`src/rtl/alu_pipe.sv`:
```
`timescale 1ns/1ps
// alu_pipe -- registered ALU with a valid/ready request side and a
// valid/ready result side.
//
// Configuration macro: ALU_PIPE_MUL_EN
//   defined   : opcode 1110 runs an iterative shift-add unsigned multiply
//               (WIDTH iterations plus one write-back cycle) in FSM state MUL.
//   undefined : no MUL state and no multiplier; 1110 returns y=0 in one cycle.
//
// Ports
//   clk        rising-edge clock
//   reset      asynchronous, active-high reset
//   in_valid   request present            in_ready  request accepted this cycle
//   a, b       operands (WIDTH bits)      f         opcode (4 bits)
//   out_valid  registered result held     out_ready consumer takes the result
//   y          registered result          z,n,c,v   zero/negative/carry/overflow
//   state      FSM state (0 = IDLE, 1 = MUL), for debug and checkers
//
// Handshake: a transfer happens on a rising edge where valid && ready on the
// same side. A producer holding valid keeps its data stable until the
// transfer; in_ready never depends on in_valid, and out_valid/y/flags stay
// constant until out_ready is seen with out_valid.
module alu_pipe #(
    parameter int WIDTH = 32
) (
    input  logic             clk,
    input  logic             reset,
    input  logic             in_valid,
    output logic             in_ready,
    input  logic [WIDTH-1:0] a,
    input  logic [WIDTH-1:0] b,
    input  logic [3:0]       f,
    output logic             out_valid,
    input  logic             out_ready,
    output logic [WIDTH-1:0] y,
    output logic             z,
    output logic             n,
    output logic             c,
    output logic             v,
    output logic [0:0]       state
);

    localparam int SHW = $clog2(WIDTH);
    localparam logic [0:0] IDLE = 1'b0;

    // ------------------------------------------------------------------
    // Single-cycle datapath
    // ------------------------------------------------------------------
    logic [WIDTH-1:0] b_op;
    logic             cin;
    logic [WIDTH:0]   sum;
    logic             slt;
    logic             sltu;
    logic [SHW-1:0]   shamt;
    logic [WIDTH-1:0] res;
    logic             res_c;
    logic             res_v;

    always_comb begin
        // Low half of the opcode space: f[2] turns the adder into a
        // subtractor (invert b, carry-in 1) and also gives AND-NOT / OR-NOT.
        b_op  = f[2] ? ~b : b;
        cin   = f[2];
        sum   = {1'b0, a} + {1'b0, b_op} + {{WIDTH{1'b0}}, cin};
        slt   = $signed(a) < $signed(b);
        sltu  = a < b;
        shamt = b[SHW-1:0];
        res   = '0;
        res_c = 1'b0;
        res_v = 1'b0;
        if (!f[3]) begin
            case (f[1:0])
                2'b00: res = a & b_op;
                2'b01: res = a | b_op;
                2'b10: begin
                    // Only 0010 (ADD) and 0110 (SUB) land here, so carry and
                    // overflow are reported for exactly those two.
                    res   = sum[WIDTH-1:0];
                    res_c = sum[WIDTH];
                    res_v = (a[WIDTH-1] == b_op[WIDTH-1]) &&
                            (sum[WIDTH-1] != a[WIDTH-1]);
                end
                default: res = {{(WIDTH-1){1'b0}}, slt};
            endcase
        end else begin
            case (f[2:0])
                3'b000:  res = a << shamt;
                3'b001:  res = a >> shamt;
                3'b010:  res = $signed(a) >>> shamt;
                3'b011:  res = {{(WIDTH-1){1'b0}}, sltu};
                3'b100:  res = a ^ b;
                3'b101:  res = ~(a | b);
                default: res = '0;   // 1110 (handled by MUL when enabled), 1111
            endcase
        end
    end

    // ------------------------------------------------------------------
    // Handshake
    // ------------------------------------------------------------------
    logic             xfer_in;
    logic             xfer_out;
    logic             start_mul;
    logic             mul_done;
    logic [WIDTH-1:0] mul_y;

    assign in_ready = (state == IDLE) && (!out_valid || out_ready);
    assign xfer_in  = in_valid && in_ready;
    assign xfer_out = out_valid && out_ready;

`ifdef ALU_PIPE_MUL_EN
    // ------------------------------------------------------------------
    // Iterative shift-add multiplier: WIDTH add/shift steps, then one
    // cycle in which the accumulated product is written to the output.
    // ------------------------------------------------------------------
    localparam logic [0:0] MUL = 1'b1;

    logic [WIDTH-1:0] mcand;
    logic [WIDTH-1:0] mplier;
    logic [WIDTH-1:0] acc;
    logic [SHW:0]     cnt;

    assign start_mul = xfer_in && (f == 4'b1110);
    assign mul_done  = (state == MUL) && (cnt == (SHW+1)'(WIDTH));
    assign mul_y     = acc;

    always_ff @(posedge clk or posedge reset) begin
        if (reset) begin
            state  <= IDLE;
            cnt    <= '0;
            mcand  <= '0;
            mplier <= '0;
            acc    <= '0;
        end else begin
            case (state)
                IDLE: begin
                    if (start_mul) begin
                        state  <= MUL;
                        mcand  <= a;
                        mplier <= b;
                        acc    <= '0;
                        cnt    <= '0;
                    end
                end
                default: begin
                    if (cnt == (SHW+1)'(WIDTH)) begin
                        state <= IDLE;
                        cnt   <= '0;
                    end else begin
                        if (mplier[0]) begin
                            acc <= acc + mcand;
                        end
                        mcand  <= mcand << 1;
                        mplier <= mplier >> 1;
                        cnt    <= cnt + 1'b1;
                    end
                end
            endcase
        end
    end
`else
    assign start_mul = 1'b0;
    assign mul_done  = 1'b0;
    assign mul_y     = '0;
    assign state     = IDLE;
`endif

    // ------------------------------------------------------------------
    // Output register
    // ------------------------------------------------------------------
    always_ff @(posedge clk or posedge reset) begin
        if (reset) begin
            out_valid <= 1'b0;
            y         <= '0;
            z         <= 1'b0;
            n         <= 1'b0;
            c         <= 1'b0;
            v         <= 1'b0;
        end else if (xfer_in && !start_mul) begin
            // New single-cycle result; also covers accept-and-consume in
            // the same cycle, keeping out_valid high.
            out_valid <= 1'b1;
            y         <= res;
            z         <= (res == '0);
            n         <= res[WIDTH-1];
            c         <= res_c;
            v         <= res_v;
        end else if (mul_done) begin
            out_valid <= 1'b1;
            y         <= mul_y;
            z         <= (mul_y == '0);
            n         <= mul_y[WIDTH-1];
            c         <= 1'b0;
            v         <= 1'b0;
        end else if (xfer_out) begin
            // Also the path when a multiply starts while the previous
            // result is being consumed: nothing valid until the product.
            out_valid <= 1'b0;
        end
    end

endmodule
```
`config.mk`:
```
export PLATFORM = sky130hd
export DESIGN_NAME = alu_pipe
export DESIGN_NICKNAME = d
export VERILOG_FILES = /design/src/rtl/alu_pipe.sv
export SDC_FILE = /design/constraint.sdc
export NUM_CORES = 1
export LEC_CHECK = 0
export BUFFER_PORTS_ARGS = -buffer_cell sky130_fd_sc_hd__buf_4
export CAP_MARGIN = 20
export CORE_MARGIN = 2
export CORE_UTILIZATION = 45
export DETAILED_ROUTE_END_ITERATION = 6
export HOLD_SLACK_MARGIN = 0.05
export SLEW_MARGIN = 10
export SYNTH_ARGS = -nofsm -noshare
export SYNTH_HDL_FRONTEND = slang
export SYNTH_SLANG_ARGS = --single-unit
```
`constraint.sdc`:
```
create_clock -name clk -period 3.02 [get_ports clk]
set_input_delay 0.604 -clock clk [delete_from_list [all_inputs] [get_ports clk]]
set_output_delay 0.604 -clock clk [all_outputs]
set_load 0.02 [all_outputs]
```
==> qor.yml, run 1 <==
nFillCells: 1771
fin_nets: 2349
violations: "setup timing"
cts_tree: "built"
cts_buffer_depth: 2
hpwlAfterDp_um: 51520
netlist_instances: 1479
routed_wl_um: 68100
via_count: 16230
ys_types: 90
postPlaceCellArea_sq_mm: 0.01713
finClkSkew_ps: 3.434
synthArstFlopShare_pct: 100.0
cp.required_ps: 3210
io-pin-count: 111
maxCapViolCount: 0
cp_slowest_stage_delay_ps: 570
seqCellArea_sq_um: 900.9
die_w_um: 163.4
end_kind: "flop"
power_density_mw_per_mm2: 287.4
critPathMostFrequentCell: "or4_4"
dr_wl_met3_um: 8295
power.total_w: 0.005459
layout_common_cells: "buf_4, inv_1, nand2_1"
cts_hold_buf: 0
period_minus_slack_ps: 4168
multi_input_area_sq_mm: 0.01078
final_common_cell: "buf_4"
synth_warnings: 0
diodes: 0
place_congestion: 1.174
worst_hold_slack_ps: 441.9
ctsHtreeMaxLevel: 2
syn_nets: 1679
antenna_found_initial: 0
slew_viol_final: 0
core_sq_mm: 0.02504
first_pass_iters: 7
critical_path_class: "in -> reg"
synthToLayoutAreaGrowth_pct: 66.07
worst_slack_ps: -1148
highest_layer: "met5"
slowest_stage: "or4_4"
port_buffers: 109
route.met2.wl_um: 29170
rsz0062_at_grt: "yes"
seq_area_frac_synth_pct: 7.877
ys_ff_latch: 36
cts-buffers-inserted: 5
dieArea_sq_mm: 0.02670
setup_viol: 20
drive_above_1_share_pct: 49.02
grt_max_degree: 55
avgSynthCellArea_sq_um: 7.732
clock-sinks: 36
worst_pin_slew_ps: 1148
worst_skew_pair.late_latency_ps: 280
synth_area_sq_mm: 0.01144
grt_overflow: 0
crit_arrival_ps: 4360
drt_iter0_markers: 2241
max_freq_mhz: 239.9
start_util_pct: 45.68
cp_max_fo: 7
hold_viol_final: 0
wl_met1_um: 25020
start_kind: "input pin"
grt_pass1_wl_um: 93250
fin_area_sq_mm: 0.01899
final_antenna_net_count: 0
hold_path_class: "in -> async"
p_leak_nw: 9.062
peakVddDrop_mv: 0.3414
grt_pass1_vias: 15290
die_h_um: 163.4
reg2reg_depth: 10
viasPerCell: 6.546
run_status: "finished, violations left"
crit_buf_inv: 4
cp_cell_sequence: "buf_16, buf_12, buf_8, mux2_2, buf_4, nor2_1, a211o_1, o22ai_1, o311ai_4, o2111ai_1, or4_4, or4_4, nor4_4, nand4_1, o31ai_2"
drcViolationCount: 0
critical_path_depth: 15
cp_top_family: "simple AND/OR/NAND/NOR gates"
rows: 58
clk_pin_slew_ps: 60
synth_flop_cell: "dfrtp_1"
track_usage_pct: 46.73
clockRootBuffer: "clkbuf_16"
timing.final.crit_share_pct: 138.0
synth_edf_count: 0
wl_per_cell_um: 27.46
slew_headroom_pct: 21.46
## sequential cells by signal, indices dropped and copies added (netlist names)
signal     cells
c              1
out_valid      1
v              1
y             32
z              1
## report_power, final
group	switching, W	internal [W]	leakage (nW)
clock network	0.000208	0.000388	0.0808
registers	0.0000516	0.000563	0.468
logic	0.00224	0.00201	8.51
total	0.00250	0.00296	9.06
## cell families (layout without fill, tap and decap cells)
| group | count (synthesis) | after routing | synth area share, % |
|---|---|---|---|
| AO/OA/AOI/OAI | 438 | 438 | 26.27 |
| XOR/XNOR | 56 | 56 | 4.289 |
| adder cells (fa/ha/maj) | 129 | 129 | 14.16 |
| buffers and inverters | 231 | 902 | 8.643 |
| flip-flops | 36 | 36 | 7.877 |
| multiplexers | 192 | 192 | 21.51 |
| other | 1 | 1 | 0.03279 |
| AND/OR/NAND/NOR | 396 | 396 | 17.22 |
## layout make-up
| cell class | instances | area share [%] |
|---|---|---|
| clock buffer | 6 | 0.6786 |
| clock inverter | 2 | 0.1845 |
| inverter | 128 | 2.576 |
| multi-input combinational | 1212 | 56.76 |
| sequential | 36 | 4.743 |
| tap | 330 | 2.174 |
| timing repair buffer | 766 | 32.88 |
## through the flow
stage	worst slack, ps	utilization, %	TNS, ps	std cells
finish	-1148	75.86	-9501	2480
global route	-1180	75.86	-10660	2480
CTS	-938.5	72.67	-6686	2464
detailed placement	-1592	68.44	-22170	2436
global placement	-1596	68.40	-20770	2435
floorplan	-1514	-	-14750	1479
## layer usage
| metal | vias up | GRT usage [%] |
|---|---|---|
| li1 | 6874 | - |
| met1 | 7713 | 59.03 |
| met2 | 1263 | 72.59 |
| met3 | 382 | 11.15 |
| met4 | 2 | 26.99 |
| met5 | - | 0 |
## synth_stat cells, types with 27 or more instances
cell        n  area (sq um)
ha_1      127          1589
inv_1     124         465.5
nand2_1   114         427.9
nor2_1    101         379.1
a21oi_1    96         480.5
mux2i_1    95         950.9
o21ai_0    77         385.4
mux2_2     47         529.3
clkbuf_1   42         157.7
xor2_1     42         367.9
dfrtp_1    36         900.9
mux4_2     32         720.7
buf_2      28         140.1
nand3_1    27         135.1
## worst register-to-register path, delay by kind of cell (launching register included)
kind / cells / cell delay (ps)
and+or+nand+nor: 6 / 1370
AOI/OAI and AO/OA: 4 / 740
DFF: 1 / 380
## path summary, 6_finish.rpt
path | start | end | slack (ps)
setup / recovery | b[0] | z$_DFFE_PP0P_ | -1150
min in group clk | y[9]$_DFFE_PP0P_ | y[9]$_DFFE_PP0P_ | 490
max in group asynchronous | reset | y[17]$_DFFE_PP0P_ | 2210
hold / removal | reset | v$_DFFE_PP0P_ | 440
hold reg to reg | y[9]$_DFFE_PP0P_ | y[9]$_DFFE_PP0P_ | 490
setup reg to reg | out_valid$_DFFE_PP0P_ | z$_DFFE_PP0P_ | 440
## timing repair
| item | 4_1_cts | 5_1_grt |
|---|---|---|
| resized for setup | 137 | 121 |
| pin swaps | 52 | 52 |
| buffers inserted | 17 | 20 |
| cloned | 3 | 2 |
| setup endpoints to repair | 26 | 26 |
Note: power is estimated with default switching activity, not from simulation.
==> run 2, diff against run 1 <==
- CELL_PAD_IN_SITES_DETAIL_PLACEMENT: default -> 0
- CELL_PAD_IN_SITES_GLOBAL_PLACEMENT: default -> 2
- CORE_UTILIZATION: 45 -> 37
- PLACE_DENSITY_LB_ADDON: default -> 0.1
==> run 2 against run 1 <==
  * The flow still finishes with violations (setup timing)
  * Critical path depth down 1
  * Critical endpoint unchanged
  * Design area decreased by 0.86%
  * Flip-flop and latch count unchanged
  * Worst setup slack gained 98 ps
  * Final cell count increased by 3.8%
  * Count of clock-buffer cells in the layout did not move
  * Register-to-register slack improved by 110 ps
  * Clock skew shrank 1.9 ps
  * Die area rose by 21%
  * Combinational power is 4.7% lower
  * Clock power down 12%
==> qor.yml, run 2 (synthesis gave the netlist of run 1 again) <==
slew_viol_final: 0  # unchanged
drt_iter0_markers: 1696  # -24%
power.total_w: 0.005173  # -5.2%
dieArea_sq_mm: 0.03233  # +21%
worstReg2RegEnd: "z$_DFFE_PP0P_"
hold_viol_final: 0  # unchanged
crit_arrival_ps: 4260  # -100 ps
grt_pass1_vias: 14950  # -2.2%
layout_common_cells: "buf_4, inv_1, ha_1"
io-pin-count: 111  # unchanged
cts_buffer_depth: 2  # unchanged
hpwlAfterDp_um: 53940  # +4.7%
final_core_util_pct: 61.71  # -14 points
crit_end: "z$_DFFE_PP0P_"
maxCapViolCount: 0  # unchanged
pre_cts_ws_ps: -1646  # -53.99 ps
postPlaceCellArea_sq_mm: 0.01754  # +2.4%
first_pass_iters: 6  # -1
setup_viol: 19  # -5.0%
max_freq_mhz: 245.7  # +2.4%
nFillCells: 2809  # +59%
critical_path_class: "in -> reg"
hold_path_class: "in -> async"
largest_register_ffs: 32  # unchanged
core_sq_mm: 0.03051  # +22%
antenna_found_initial: 0  # unchanged
via_count: 15190  # -6.4%
r2r_setup_slack_ps: 550  # +110 ps
viasPerCell: 5.900  # -9.9%
slew_headroom_pct: 39.66  # +18 points
grt_pass1_wl_um: 95200  # +2.1%
grtUsageMet3_pct: 7.071  # -4.1 points
start_util_pct: 37.48  # -8.2 points
worst_pin_slew_ps: 882.3  # -266.1 ps
rows: 64  # +10%
cp.required_ps: 3220  # about the same
worst_hold_slack_ps: 428.2  # -13.72 ps
die_h_um: 179.8  # +10%
start_kind: "input pin"
ctsHtreeMaxLevel: 2  # unchanged
final_common_cell: "buf_4"
met1_usage_pct: 50.83  # -8.2 points
wl_per_cell_um: 25.17  # -8.3%
grtUsageMet2_pct: 62.10  # -10 points
track_usage_pct: 38.80  # -7.9 points
r2r-start: "out_valid$_DFFE_PP0P_"
cts_tree: "built"
end_kind: "flop"
routed_wl_um: 64800  # -4.8%
p_leak_nw: 9.100  # +0.42%
clockRootBuffer: "clkbuf_16"
synthToLayoutAreaGrowth_pct: 64.64
busiest_layer: "met2"
top_register: "y"
worst_skew_pair.late_latency_ps: 280  # about the same
finClkSkew_ps: 1.511  # -1.923 ps
final_antenna_net_count: 0  # unchanged
die_w_um: 179.8  # +10%
period_minus_slack_ps: 4070  # -98.32 ps
fin_nets: 2377  # +1.2%
violations: "setup timing"
diodes: 0  # unchanged
peakVddDrop_mv: 0.2264  # -34%
grt_max_degree: 55  # unchanged
port_buffers: 109  # unchanged
cts-buffers-inserted: 5  # unchanged
power_density_mw_per_mm2: 274.8  # -4.4%
clock-sinks: 36  # unchanged
reg2reg_depth: 11  # +1
drcViolationCount: 0  # unchanged
grt_overflow: 0  # unchanged
rsz0062_at_grt: "yes"
clk_pin_slew_ps: 50  # about the same
run_status: "finished, violations left"
drive_above_1_share_pct: 47.75  # -1.3 points
crit_start: "b[0]"
worst_slack_ps: -1050  # +98.32 ps
fin_area_sq_mm: 0.01883  # -0.86%
place_congestion: 1.083  # -7.8%
timing.final.crit_share_pct: 134.8  # -3.3 points
cp_max_fo: 8  # +1
==> run 2: cell types whose count changed in the layout (fill, tap and decap cells not counted), moves of 5 or more <==
cell     delta
ha_4        -5
xor2_1      +7
ha_1        +9
a21oi_4     -5
a21oi_1     +5
buf_4      +43
buf_6      -11
==> run 2: how the worst min path moves through the flow <==
stage	start	to	slack (ps)	depth (start not counted)
after CTS	reset	y[1]$_DFFE_PP0P_	450	3
after floorplan	v$_DFFE_PP0P_	v$_DFFE_PP0P_	590	2
after detailed placement	y[6]$_DFFE_PP0P_	y[6]$_DFFE_PP0P_	470	1
after global routing	reset	out_valid$_DFFE_PP0P_	480	3
final	reset	y[1]$_DFFE_PP0P_	430	3
after global placement	y[15]$_DFFE_PP0P_	y[15]$_DFFE_PP0P_	460	1
==> run 2: stage by stage <==
stage	cells	setup TNS, ps
after floorplan	1479	-14750
after global placement	2542	-22040
after detailed placement	2542	-22850
after CTS	2567	-6976
after global routing	2574	-10830
final	2574	-8883
==> run 2: repair_timing <==
| action | 4_1_cts | 5_1_grt |
|---|---|---|
| gates cloned | 2 | 0 |
| pin swaps | 45 | 18 |
| buffers inserted | 20 | 8 |
| hold endpoints to repair | 0 | 0 |
| setup endpoints to repair | 28 | 24 |
| resized for setup | 139 | 40 |
| hold buffers | 0 | 0 |
==> run 2: power by group <==
group | switching, W | leakage, nW | internal [W]
clock | 0.000198 | 0.0766 | 0.000325
sequential | 0.0000422 | 0.468 | 0.000563
combinational | 0.00208 | 8.56 | 0.00196
total | 0.00232 | 9.10 | 0.00285
==> run 2: cell type report <==
| type | count | area [sq um] | share of cell area (%) |
|---|---|---|---|
| multi-input combinational | 1212 | 10430 | 55.38 |
| timing repair buffer | 794 | 6359 | 33.77 |
| inverter | 128 | 496.7 | 2.638 |
| clock buffer | 6 | 138.9 | 0.7376 |
| tap | 396 | 495.5 | 2.632 |
| clock inverter | 2 | 10.01 | 0.05316 |
| sequential | 36 | 900.9 | 4.785 |
==> run 2: critical path: stages <==
cell	delay, ps
buf_8	140
buf_4	180
mux2_2	350
buf_4	150
o22ai_1	230
o22ai_1	170
and2_1	210
o31a_1	340
a211o_1	280
or4_4	490
or4_4	560
nor4_4	180
nand4_1	150
o31ai_2	220
==> run 2: metal layers <==
metal,vias to the layer above,wire length (um)
li1,6921,-
met1,7331,26660
met2,769,29010
met3,166,5550
met4,0,3569
met5,-,0
==> run 3, diff against run 2 <==
- PLACE_DENSITY: default -> 0.95
- PLACE_DENSITY_LB_ADDON: 0.1 -> default
==> run 3 against run 2 <==
  * The run ends with DRC, setup timing left
  * Sequential power increased by 0.7%
  * Final cell count decreased by 1.6%
  * Non-clock buffer count decreased by 41
  * Critical path type unchanged
  * Global-route usage decreased by 3.0 points
==> qor.yml, run 3 (synthesis gave the netlist of run 1 again) <==
cp_max_fo: 12  # +4
drcViolationCount: 4  # +4
worst_slack_ps: -991.2  # +58.48 ps
drt_iter0_markers: 2126  # +25%
worst_hold_slack_ps: 435.0  # +6.830 ps
grt_pass1_wl_um: 90530  # -4.9%
fin_nets: 2336  # -1.7%
io-pin-count: 111  # unchanged
synthToLayoutAreaGrowth_pct: 62.10
final_common_cell: "buf_4"
hpwlAfterDp_um: 48560  # -10%
hold_viol_final: 0  # unchanged
power_density_mw_per_mm2: 277.0  # +0.81%
die_h_um: 179.8  # unchanged
place_congestion: 1.221  # +13%
worst_pin_slew_ps: 802.5  # -79.86 ps
largest_register_ffs: 32  # unchanged
track_usage_pct: 35.75  # -3.0 points
power.total_w: 0.005135  # -0.75%
cts-buffers-inserted: 5  # unchanged
dieArea_sq_mm: 0.03233  # unchanged
diodes: 0  # unchanged
start_kind: "input pin"
cts_hold_buf: 0  # unchanged
grt_overflow: 0  # unchanged
r2r_setup_slack_ps: 560  # about the same
finClkSkew_ps: 1.501  # -0.01038 ps
cts_tree: "built"
routed_wl_um: 60890  # -6.0%
p_leak_nw: 8.882  # -2.4%
seqCellArea_sq_um: 900.9  # unchanged
cp_cell_sequence: "buf_8, buf_4, mux2_1, mux2_2, o221a_1, o21ai_1, a311o_1, o221ai_1, or4_1, or4_4, nor4_4, nand4_1, o31ai_2"
period_minus_slack_ps: 4011  # -58.48 ps
final_core_util_pct: 60.76  # -0.95 points
cp_slowest_stage_delay_ps: 570  # about the same
grt_pass1_vias: 15540  # +4.0%
start_util_pct: 37.48  # unchanged
violations: "DRC, setup timing"
peakVddDrop_mv: 0.2230  # -1.5%
crit_arrival_ps: 4200  # -60 ps
run_status: "finished, violations left"
timing.final.crit_share_pct: 132.8  # -1.9 points
final_antenna_net_count: 0  # unchanged
reg2reg_depth: 11  # unchanged
hold_path_class: "in -> async"
first_pass_iters: 7  # +1
multi_input_area_sq_mm: 0.01058  # +1.4%
die_w_um: 179.8  # unchanged
cp.required_ps: 3210  # about the same
worst_skew_pair.late_latency_ps: 280  # about the same
grt_max_degree: 55  # unchanged
setup_viol: 17  # -2
critical_path_class: "in -> reg"
end_kind: "flop"
slew_headroom_pct: 46.04  # +6.4 points
cts_buffer_depth: 2  # unchanged
r2r-start: "out_valid$_DFFE_PP0P_"
clockRootBuffer: "clkbuf_16"
clock-sinks: 36  # unchanged
crit_start: "b[0]"
viasPerCell: 6.179  # +4.7%
wl_per_cell_um: 24.05  # -4.5%
max_freq_mhz: 249.3  # +1.5%
core_sq_mm: 0.03051  # unchanged
fin_area_sq_mm: 0.01854  # -1.5%
antenna_found_initial: 1  # +1
port_buffers: 109  # unchanged
maxCapViolCount: 0  # unchanged
clk_pin_slew_ps: 50  # about the same
rsz0062_at_grt: "yes"
layout_common_cells: "buf_4, inv_1, nand2_1"
postPlaceCellArea_sq_mm: 0.01703  # -2.9%
pre_cts_ws_ps: -1509  # +137.6 ps
top_register: "y"
ctsHtreeMaxLevel: 2  # unchanged
drive_above_1_share_pct: 47.38  # -0.37 points
worstReg2RegEnd: "z$_DFFE_PP0P_"
via_count: 15640  # +3.0%
nFillCells: 2611  # -7.0%
slowest_stage: "or4_4"
rows: 64  # unchanged
slew_viol_final: 0  # unchanged
==> run 3: worst max-delay path: cells and delay by family <==
family / cells / cell delay, ps
simple gates: 4 / 1410
compound gates: 5 / 1100
mux: 2 / 720
buf+inv: 2 / 370
==> run 3: worst max-delay path by stage <==
stage	to	slack, ps	cells after the start
floorplan	z$_DFFE_PP0P_	-1510	20
global placement	z$_DFFE_PP0P_	-1480	13
detailed placement	z$_DFFE_PP0P_	-1510	13
CTS	z$_DFFE_PP0P_	-950	14
global route	z$_DFFE_PP0P_	-1130	15
finish	z$_DFFE_PP0P_	-990	13
==> run 3: cell type report <==
type / instances / share of cell area (%)
flip-flops and latches: 36 / 4.860
well taps: 396 / 2.673
inverters: 128 / 2.720
repair buffers: 753 / 31.86
multi-input cells: 1212 / 57.06
clock buffers: 7 / 0.8234
==> run 3: what timing repair did <==
item,in CTS,in global routing
endpoints found under the setup margin,27,27
pin swaps,36,44
gates cloned,2,0
resized for setup,116,91
setup buffers,11,18
==> run 3: per-layer routing <==
metal | GRT usage, % | part of all wire, % | vias up
met4 | 21.98 | 8.6 | 0
met2 | 55.03 | 43 | 1136
met5 | 0.2963 | 0 | -
li1 | - | - | 6834
met1 | 43.46 | 37 | 7333
met3 | 11.20 | 12 | 341
==> run 3: per-stage QoR <==
stage / TNS, ps / cells
global placement: -19390 / 2498
detailed placement: -21410 / 2498
finish: -8407 / 2532
global route: -10070 / 2532
CTS: -7161 / 2516
floorplan: -14750 / 1479
==> run 3: power by group <==
group,internal [W],switching [W]
registers,0.000563,0.0000455
clock network,0.000346,0.000187
logic,0.00191,0.00208
